### config.mk
export PLATFORM = sky130hd
export DESIGN_NAME = otp_digit_gen_flat
export DESIGN_NICKNAME = d
export VERILOG_FILES = /design/src/rtl/otp_digit_gen_if.sv /design/src/rtl/otp_digit_gen.sv /design/src/flat_wrapper.sv
export SDC_FILE = /design/constraint.sdc
export NUM_CORES = 1
export LEC_CHECK = 0
export BUFFER_PORTS_ARGS = -buffer_cell sky130_fd_sc_hd__buf_2
export CAP_MARGIN = 20
export CORE_AREA = 2 2 58 60
export CTS_CLUSTER_DIAMETER = 200
export DETAILED_ROUTE_END_ITERATION = 12
export DIE_AREA = 0 0 60 62
export PLACE_DENSITY = 0.77
export SYNTH_ARGS = -nofsm -noshare
export SYNTH_HDL_FRONTEND = slang
export SYNTH_SLANG_ARGS = --single-unit
### constraint.sdc
create_clock -name clk -period 3.75 [get_ports clk]
set_input_delay 0.75 -clock clk [delete_from_list [all_inputs] [get_ports clk]]
set_output_delay 0.75 -clock clk [all_outputs]
set_load 0.01 [all_outputs]
### src/rtl/otp_digit_gen_if.sv
// Request/result bundle between the OTP authentication FSM (master) and the
// digit generator (slave).
interface otp_digit_gen_if;
  logic        gen_req;
  logic [15:0] lfsr_digit;
  logic        lfsr_latch;
  logic        busy;

  modport master (output gen_req, input lfsr_digit, lfsr_latch, busy);
  modport slave  (input gen_req, output lfsr_digit, lfsr_latch, busy);
endinterface

### src/rtl/otp_digit_gen.sv
// 4-digit BCD OTP generator: free-running 16-bit LFSR sampled nibble-wise.
// Optional macro OTP_GEN_MOD10_EN: fold nibbles >9 by -10 instead of rejecting.
module otp_digit_gen #(
  parameter logic [15:0] SEED = 16'hACE1
) (
  input  logic            clk,
  input  logic            reset,
  otp_digit_gen_if.slave  bus
);

  typedef enum logic {IDLE, COLLECT} state_t;

  state_t      state_q, state_d;
  logic [15:0] lfsr_q, lfsr_d;
  logic [11:0] asm_q, asm_d;
  logic [1:0]  cnt_q, cnt_d;
  logic [15:0] digit_q, digit_d;
  logic        latch_q, latch_d;
  logic [3:0]  nib, dig;
  logic        accept;

  // LFSR runs regardless of state so request timing perturbs the output.
  always_comb begin
    if (lfsr_q == 16'h0000) lfsr_d = SEED;
    else lfsr_d = {lfsr_q[14:0], lfsr_q[15] ^ lfsr_q[13] ^ lfsr_q[12] ^ lfsr_q[10]};
  end

  assign nib = lfsr_q[3:0];

`ifdef OTP_GEN_MOD10_EN
  assign accept = 1'b1;
  assign dig    = (nib > 4'd9) ? nib - 4'd10 : nib;
`else
  assign accept = (nib <= 4'd9);
  assign dig    = nib;
`endif

  always_comb begin
    state_d = state_q;
    asm_d   = asm_q;
    cnt_d   = cnt_q;
    digit_d = digit_q;
    latch_d = 1'b0;
    unique case (state_q)
      IDLE: begin
        if (bus.gen_req) begin
          state_d = COLLECT;
          asm_d   = '0;
          cnt_d   = '0;
        end
      end
      COLLECT: begin
        if (accept) begin
          asm_d = {asm_q[7:0], dig};
          cnt_d = cnt_q + 2'd1;
          // Fourth digit goes straight to the output, bypassing asm.
          if (cnt_q == 2'd3) begin
            digit_d = {asm_q, dig};
            latch_d = 1'b1;
            state_d = IDLE;
          end
        end
      end
      default: state_d = IDLE;
    endcase
  end

  always_ff @(posedge clk or negedge reset) begin
    if (!reset) begin
      state_q <= IDLE;
      lfsr_q  <= SEED;
      asm_q   <= '0;
      cnt_q   <= '0;
      digit_q <= '0;
      latch_q <= 1'b0;
    end else begin
      state_q <= state_d;
      lfsr_q  <= lfsr_d;
      asm_q   <= asm_d;
      cnt_q   <= cnt_d;
      digit_q <= digit_d;
      latch_q <= latch_d;
    end
  end

  assign bus.lfsr_digit = digit_q;
  assign bus.lfsr_latch = latch_q;
  assign bus.busy       = (state_q == COLLECT);

endmodule
### src/flat_wrapper.sv
// flat-port wrapper written by rule: the top's interface ports become plain ports
module otp_digit_gen_flat 
#(
  parameter logic [15:0] SEED = 16'hACE1
)
  (clk, reset, bus_gen_req, bus_lfsr_digit, bus_lfsr_latch, bus_busy);
  otp_digit_gen_if bus_i ();
  input  logic clk;
  input  logic reset;
  input wire logic [$bits(bus_i.gen_req)-1:0] bus_gen_req;
  output wire logic [$bits(bus_i.lfsr_digit)-1:0] bus_lfsr_digit;
  output wire logic [$bits(bus_i.lfsr_latch)-1:0] bus_lfsr_latch;
  output wire logic [$bits(bus_i.busy)-1:0] bus_busy;
  assign bus_i.gen_req = bus_gen_req;
  assign bus_lfsr_digit = bus_i.lfsr_digit;
  assign bus_lfsr_latch = bus_i.lfsr_latch;
  assign bus_busy = bus_i.busy;
  otp_digit_gen #(.SEED(SEED)) u_core (.clk(clk), .reset(reset), .bus(bus_i));
endmodule
# == Yosys cells after proc, flatten, opt, wreduce, memory -nomap -nowiden ==
# Index checks and enable logic that the tools add are counted.
# totals
reg_bits,48
output_inout_bits,18
wordCells,32
# classes
add_sub_neg,1
n_lt_le_gt_ge,1
eq_ne,3
n_mux,14
n_bitwise,4
n_reduce_logical,3
# ops
cell,count
two-way mux 12 bit,2
one-hot mux 12 bit (2 select lines),1
zero test 16 bit,1
two-way mux 16 bit,1
two-way mux 1 bit,6
"less-or-equal comparator 4 bit, second input constant",1
two-way mux 2 bit,2
"inequality test 2 bit, second input constant",2
one-hot mux 2 bit (2 select lines),1
AND reduction 3 bit,1
bitwise XOR 1 bit,3
"adder 2 x 1 -> 2 bit, second input constant",1
"equality test 2 bit, second input constant",1
one-hot mux 1 bit (2 select lines),1
AND reduction 2 bit,1
inverter 1 bit,1

# == Depth between registers and ports, before layout ==
# Gate-level depths: netlist of the first run.
# logic_depth
depth_word,4
mapped_depth,4
depth_no_buf,4

# == Worst setup path after synthesis of the first run ==
# No wires, ideal clock.
# synth_timing
path_type,register to register
from,reg u_core.lfsr_q[2]
to,"reg u_core.digit_q[10], in the netlist u_core.bus.lfsr_digit[10]"
arrival_time_ns,1.219
required_ns,3.625
slack_ns,2.406
path_stages_with_launch,5
n_path_buf,1
synth_period_minus_slack_ns,1.344
cell_sequence,dfrtp_1 o21ai_4 nand3_4 buf_6 mux2_4
# synth_via
elab_chain_len,2
# synth_rtl
element,line,text
from (decl),otp_digit_gen.sv:14,"logic [15:0] lfsr_q, lfsr_d;"
from (signal assigned),otp_digit_gen.sv:78,lfsr_q <= lfsr_d;
less-or-equal comparator 4 bit,otp_digit_gen.sv:34,assign accept = (nib <= 4'd9);
AND reduction 3 bit (no line),--,
to (signal assigned),otp_digit_gen.sv:81,digit_q <= digit_d;
to (decl),otp_digit_gen.sv:17,"logic [15:0] digit_q, digit_d;"
# No other way between the ends.
# A chain may end at the register's enable or synchronous reset.

# == Worst setup path in the final report of the first run ==
# layout_timing
from,"reg u_core.state_q, in the netlist u_core.bus.busy"
to,out bus_busy
# layout_lines
element,line,text
from (decl),otp_digit_gen.sv:13,"state_t state_q, state_d;"
from (signal assigned),otp_digit_gen.sv:77,state_q <= state_d;
to (decl),flat_wrapper.sv:13,output wire logic [$bits(bus_i.busy)-1:0] bus_busy;
# No word-level cell between the ends.

==> flow_metrics.tcl, run 1 <==
set metrics [dict create \
    status "complete, no violations" \
    syn2layout_area_growth_pct 9.89 \
    hold_buffers 0 \
    cpMaxStageDelayCell "sky130_fd_sc_hd__dfrtp_1" \
    totalWireLength_mm 2.65 \
    skew_ns 0.0148 \
    peak_fanout_along_the_critical_path 9 \
    finalPower_uw 1330 \
    rr_endpoint "u_core.cnt_q[0]" \
    setup.worst_path.start_class "flop" \
    drtPass1Iterations 4 \
    clk_latency_ns 0.36 \
    hold_violations 0 \
    cts_resized 0 \
    gr-usage-all-layers_pct 16.3 \
    vias_in_the_first_global_route 929 \
    synth.avg_cell_area_um2 15.1 \
    worstPathCellList "buf_2" \
    port-buffer-count 20 \
    path_buf_inv 1 \
    n_antenna_cell 0 \
    worst_setup_path_end_kind "output port" \
    critical_path_required_ns 3.00 \
    worst_hold_path_type "flop to flop" \
    cts_htree_levels 2 \
    post_dp_cell_area_mm2 0.00191 \
    gr-total-overflow 0 \
    detail_route.vias_per_cell 5.25 \
    pwr_density_cell_mw_per_mm2 669 \
    fp.coreArea_mm2 0.00318 \
    initial_utilization_pct 56.9 \
    critical_path.reg2reg.startpoint "u_core.bus.busy" \
    f_max_ghz 0.529 \
    grt_max_degree 49 \
    syn-cell-area_mm2 0.00181 \
    final_cycle_utilization_of_the_critical_path_pct 50.4 \
    path_class "flop to output port" \
    finish.net_count 139 \
    cts_tree "built" \
    grt_pass1_wl_mm 4.23 \
    synth_cell_types 26 \
    mostFrequentLayoutCell "sky130_fd_sc_hd__dfrtp_1" \
    timing.final.setup_violations 0 \
    wire_per_inst_um 14.6 \
    drt_iter0_markers 38 \
    r2r.worst_path.cells 2 \
    final.fill_count 251 \
    critical_path.top_delay_family "flip-flops" \
    max_stage_delay_ns 0.58 \
    clock_path_buffers 2 \
    critical_path_startpoint "u_core.bus.busy" \
    slew_hr_pct 33.4 \
    post_syn_nets 124 \
    die_y_um 62 \
    cellLeakagePower_uw 0.000991 \
    crit_path_end "bus_busy" \
    crit_arrival_ns 1.14 \
    design.die.area_mm2 0.00372 \
    postCtsSetupBuffers 0 \
    gp_congestion 0.715 \
    leading_cell_types_in_the_layout_fill_and_taps_excluded "sky130_fd_sc_hd__dfrtp_1, sky130_fd_sc_hd__buf_2, sky130_fd_sc_hd__a22o_1" \
    remaining_drc_errors 0 \
    top_level_ports 21 \
    finish.utilization_pct 62.5 \
    ff2ff_setup_slack_ns 2.16 \
    post-route-min-period_ns 1.89 \
    vdd_ir_drop_max_mv 0.321 \
    routed_via_count 955 \
    cts.sinks 48 \
    post_route_cells_drive_above_1_share_pct 39.7 \
    cts_root_buffer "sky130_fd_sc_hd__clkbuf_4" \
    die_w_um 60 \
    worst_hold_slack_after_final_layout_ns 0.410 \
    setup-tns-final_ns 0 \
    reported_max_cap_violation_count 0 \
    path_clk_slew_ns 0.14 \
    final_max_slew_viol_count 0 \
    hpwlAfterDp_mm 1.79 \
    number_of_buffers_created_by_cts 5 \
    synth-seq-area-share_pct 66.9 \
    num_rows 21 \
    synth_seq_cells 48 \
    final_design_area_no_fill_mm2 0.00199 \
    ant_nets 0 \
    grt_setup_unrepaired "no" \
    worst_slew_pin_slew_ns 0.999 \
    yosys_warnings 0 \
    post_synth_inst_count 120 \
    antenna_found_initial 0 \
    cp.depth 1 \
]
-- how the worst min path moves through the flow --
stage                            startpoint                 to  slack [ns]  cells after the start
final                     u_core.lfsr_q[11]  u_core.lfsr_q[12]        0.41                      0
after global routing       u_core.lfsr_q[7]   u_core.lfsr_q[8]        0.42                      0
after floorplan            u_core.lfsr_q[8]   u_core.lfsr_q[9]        0.43                      1
after detailed placement   u_core.lfsr_q[8]   u_core.lfsr_q[9]        0.37                      0
after CTS                  u_core.lfsr_q[8]   u_core.lfsr_q[9]        0.41                      0
after global placement     u_core.lfsr_q[8]   u_core.lfsr_q[9]        0.36                      0
-- worst register-to-register path, stage by stage (launching register included) --
cell                      delay (ns)
sky130_fd_sc_hd__dfrtp_1        0.58
sky130_fd_sc_hd__mux2i_2        0.66
sky130_fd_sc_hd__mux2_2         0.28
-- synthesized netlist by cell type --
| cell | count | area (um^2) |
|---|---|---|
| sky130_fd_sc_hd__dfrtp_1 | 40 | 1000 |
| sky130_fd_sc_hd__nand2_1 | 1 | 3.75 |
| sky130_fd_sc_hd__mux2_4 | 8 | 120 |
| sky130_fd_sc_hd__and2_4 | 1 | 8.76 |
| sky130_fd_sc_hd__nand3_4 | 1 | 17.5 |
| sky130_fd_sc_hd__inv_1 | 1 | 3.75 |
| sky130_fd_sc_hd__a22o_1 | 13 | 114 |
| sky130_fd_sc_hd__nor4_1 | 4 | 25.0 |
| sky130_fd_sc_hd__nor2_1 | 4 | 15.0 |
| sky130_fd_sc_hd__a21oi_1 | 2 | 10.0 |
| sky130_fd_sc_hd__xor2_1 | 2 | 17.5 |
| sky130_fd_sc_hd__mux2i_2 | 1 | 13.8 |
| sky130_fd_sc_hd__buf_6 | 1 | 11.3 |
| sky130_fd_sc_hd__clkbuf_1 | 8 | 30.0 |
| sky130_fd_sc_hd__mux2_2 | 6 | 67.6 |
| sky130_fd_sc_hd__nand2b_1 | 7 | 43.8 |
| sky130_fd_sc_hd__o21a_1 | 1 | 7.51 |
| sky130_fd_sc_hd__buf_4 | 1 | 7.51 |
| sky130_fd_sc_hd__buf_2 | 2 | 10.0 |
| sky130_fd_sc_hd__dfstp_2 | 8 | 210 |
| sky130_fd_sc_hd__a31oi_1 | 3 | 18.8 |
| sky130_fd_sc_hd__xnor2_1 | 1 | 8.76 |
| sky130_fd_sc_hd__ha_1 | 1 | 12.5 |
| sky130_fd_sc_hd__and3b_1 | 1 | 8.76 |
| sky130_fd_sc_hd__nand4_1 | 1 | 6.26 |
| sky130_fd_sc_hd__o21ai_4 | 1 | 16.3 |
-- metal layers --
layer / vias to the layer above / GRT usage (%) / wire length (um)
met5: - / 0 / 0
met4: 0 / 6.67 / 35
met3: 5 / 6.83 / 89
met2: 16 / 25.3 / 1310
met1: 488 / 20.5 / 1210
li1: 446 / - / -
-- flip-flops by register name, summed over array words and instances (netlist names) --
| signal | count |
|---|---|
| u_core.asm_q | 12 |
| u_core.bus.busy | 1 |
| u_core.bus.lfsr_digit | 16 |
| u_core.bus.lfsr_latch | 1 |
| u_core.cnt_q | 2 |
| u_core.lfsr_q | 16 |
-- through the flow --
stage / cells / setup WS [ns]
finish: 182 / 1.86
global route: 182 / 1.77
floorplan: 120 / 2.41
global placement: 174 / 2.03
detailed placement: 174 / 2.00
CTS: 182 / 1.84
-- area by class of cell --
class                      instances  area, um^2  share of cell area [%]
timing repair buffer              20         100                    5.03
inverter                           1        3.75                   0.189
clock buffer                       5        37.5                    1.89
multi-input combinational         59         536                    26.9
sequential                        48        1210                    60.9
clock inverter                     3        42.5                    2.14
tap                               46        57.6                    2.89
-- cells by family (layout without fill, tap and decap cells) --
kind of cell | count (synthesis) | in the layout | synth area share, %
AO/OA/AOI/OAI | 20 | 20 | 9.20
XOR/XNOR | 3 | 3 | 1.45
flip-flops | 48 | 48 | 66.9
multiplexers | 15 | 15 | 11.1
adder cells (fa/ha/maj) | 1 | 1 | 0.691
buffers and inverters | 13 | 29 | 3.46
AND/OR/NAND/NOR | 20 | 20 | 7.12
-- power breakdown --
| group | internal [uW] | switching (uW) |
|---|---|---|
| Combinational | 177 | 136 |
| Clock | 139 | 155 |
| Sequential | 642 | 80.9 |
| Total | 958 | 372 |
(Power assumes the default switching activity.)
==> inputs of run 2 (changes only) <==
--- a/config.mk
+++ b/config.mk
@@ -7,11 +7,11 @@
 export LEC_CHECK = 0
 export BUFFER_PORTS_ARGS = -buffer_cell sky130_fd_sc_hd__buf_2
 export CAP_MARGIN = 20
-export CORE_AREA = 2 2 58 60
+export CORE_AREA = 2 2 60 62
 export CTS_CLUSTER_DIAMETER = 200
 export DETAILED_ROUTE_END_ITERATION = 12
-export DIE_AREA = 0 0 60 62
-export PLACE_DENSITY = 0.77
+export DIE_AREA = 0 0 62 64
+export PLACE_DENSITY = 0.72
 export SYNTH_ARGS = -nofsm -noshare
 export SYNTH_HDL_FRONTEND = slang
 export SYNTH_SLANG_ARGS = --single-unit
==> constraint.sdc (replaced) <==
create_clock -name clk -period 2 [get_ports clk]
set_input_delay 0.4 -clock clk [delete_from_list [all_inputs] [get_ports clk]]
set_output_delay 0.4 -clock clk [all_outputs]
set_load 0.01 [all_outputs]
==> run 2 against run 1 <==
Non-clock buffer count up 2. Register-to-register slack worse by 1.6 ns. Via count up 0.94%. Critical path depth unchanged. Sequential power up 88%. Die area up 6.7%. Worst setup slack worse by 1.4 ns. Routed wire length up 1.7%. Clock power up 59%. Sequential share of layout area unchanged. Critical path type unchanged.
==> flow_metrics.tcl, run 2 (synthesized netlist as in run 1, its figures left out) <==
set metrics [dict create \
    status "complete, no violations" \
    use_met1_pct 21.8 \
    pwr_density_cell_mw_per_mm2 1220 \
    mostFrequentLayoutCell "sky130_fd_sc_hd__dfrtp_1" \
    gr-max-usage-layer "met2" \
    leading_cell_types_in_the_layout_fill_and_taps_excluded "sky130_fd_sc_hd__dfrtp_1, sky130_fd_sc_hd__buf_2, sky130_fd_sc_hd__a22o_1" \
    worst_hold_path_type "primary input to asynchronous set/reset pin" \
    setup-tns-final_ns 0 \
    post-route-min-period_ns 1.50 \
    cts.sinks 48 \
    cts_root_buffer "sky130_fd_sc_hd__clkbuf_4" \
    clock_path_buffers 2 \
    number_of_buffers_created_by_cts 5 \
    gr-usage-all-layers_pct 16.0 \
    ant_nets 0 \
    totalWireLength_mm 2.70 \
    global_route.usage.met3_pct 4.25 \
    fin_ws_ns 0.496 \
    final.fill_count 265 \
    path_class "flop to output port" \
    gr-total-overflow 0 \
    vias_in_the_first_global_route 996 \
    num_rows 21 \
    hpwlAfterDp_mm 1.83 \
    peak_fanout_along_the_critical_path 9 \
    cpMaxStageDelayCell "sky130_fd_sc_hd__dfrtp_1" \
    cts_resized 0 \
    hold_buffers 0 \
    setup.worst_path.start_class "flop" \
    syn2layout_area_growth_pct 9.89 \
    routed_via_count 964 \
    gp_congestion 0.708 \
    grt_setup_unrepaired "no" \
    remaining_drc_errors 0 \
    grt_pass1_wl_mm 4.63 \
    port-buffer-count 20 \
    path_buf_inv 1 \
    n_antenna_cell 0 \
    crit_arrival_ns 1.10 \
    finalNonFillerCells 183 \
    worst_setup_path_end_kind "output port" \
    drt_iter0_markers 42 \
    drtPass1Iterations 4 \
    worstPathCellList "buf_2" \
    critical_path.reg2reg.startpoint "u_core.cnt_q[0]" \
    post_route_cells_drive_above_1_share_pct 40.1 \
    clk_latency_ns 0.34 \
    hold_violations 0 \
    finish.net_count 141 \
    detail_route.vias_per_cell 5.27 \
    grt_use_met2_pct 24.0 \
    grt_max_degree 49 \
    critical_path_required_ns 1.60 \
    die_y_um 64 \
    reported_max_cap_violation_count 0 \
    ff2ff_setup_slack_ns 0.52 \
    f_max_ghz 0.665 \
    die_w_um 62 \
    vdd_ir_drop_max_mv 0.505 \
    skew_ns 0.00950 \
    rr_endpoint "u_core.bus.lfsr_digit[4]" \
    finish.utilization_pct 60.5 \
    fp.coreArea_mm2 0.00328 \
    cts_htree_levels 2 \
    final_max_slew_viol_count 0 \
    timing.final.setup_violations 0 \
    slew_hr_pct 62.5 \
    path_clk_slew_ns 0.12 \
    critical_path.top_delay_family "flip-flops" \
    final_cycle_utilization_of_the_critical_path_pct 75.2 \
    top_level_ports 21 \
    r2r.worst_path.cells 3 \
    initial_utilization_pct 55.1 \
    postCtsSetupBuffers 0 \
    cp.depth 1 \
    wire_per_inst_um 14.7 \
    worst_slew_pin_slew_ns 0.563 \
    cts_tree "built" \
    antenna_found_initial 0 \
    design.die.area_mm2 0.00397 \
    place_inst 176 \
    worst_hold_slack_after_final_layout_ns 0.129 \
    max_stage_delay_ns 0.57 \
    place_worst_setup_slack_ns 0.535 \
    cellLeakagePower_uw 0.000997 \
]
==> run 2: cell types whose count changed in the layout (fill, tap and decap cells not counted) <==
cell                         before  now
sky130_fd_sc_hd__buf_4            0    2
sky130_fd_sc_hd__clkbuf_8         0    2
sky130_fd_sc_hd__bufinv_16        1    0
sky130_fd_sc_hd__clkinv_2         1    0
sky130_fd_sc_hd__clkinvlp_4       1    0
==> run 2: worst max-delay path by stage <==
stage               slack [ns]                        end        startpoint
floorplan                 0.66  u_core.bus.lfsr_digit[10]  u_core.lfsr_q[2]
global placement          0.60   u_core.bus.lfsr_digit[0]   u_core.cnt_q[0]
detailed placement        0.53  u_core.bus.lfsr_digit[14]  u_core.lfsr_q[2]
CTS                       0.48                   bus_busy   u_core.bus.busy
global route              0.41                   bus_busy   u_core.bus.busy
finish                    0.50                   bus_busy   u_core.bus.busy
==> run 2: layer usage <==
| metal | routed length, um | share of wire [%] |
|---|---|---|
| met5 | 0 | 0 |
| met4 | 33 | 1.2 |
| met3 | 78 | 2.9 |
| met2 | 1350 | 50 |
| met1 | 1230 | 46 |
==> run 2: area by class of cell <==
cell class                      instances  area [um^2]  share of cell area [%]
Multi-Input combinational cell         59          536                    26.9
Inverter                                1         3.75                   0.189
Tap cell                               46         57.6                    2.89
Timing Repair Buffer                   22          115                    5.79
Clock buffer                            7         65.1                    3.27
Sequential cell                        48         1210                    60.9
==> run 2: metrics by stage <==
step	area (um^2)	power [uW]
floorplan	1810	1730
global placement	1920	1960
detailed placement	1920	1980
CTS	1990	2450
global route	1990	2580
finish	1990	2420
==> run 2: report_power, final <==
part / total [uW] / leakage [uW] / internal (uW) / switching, uW
clock network: 467 / 0.0000374 / 200 / 267
registers: 1360 / 0.000576 / 1200 / 153
logic: 595 / 0.000384 / 338 / 257
total: 2420 / 0.000997 / 1740 / 677
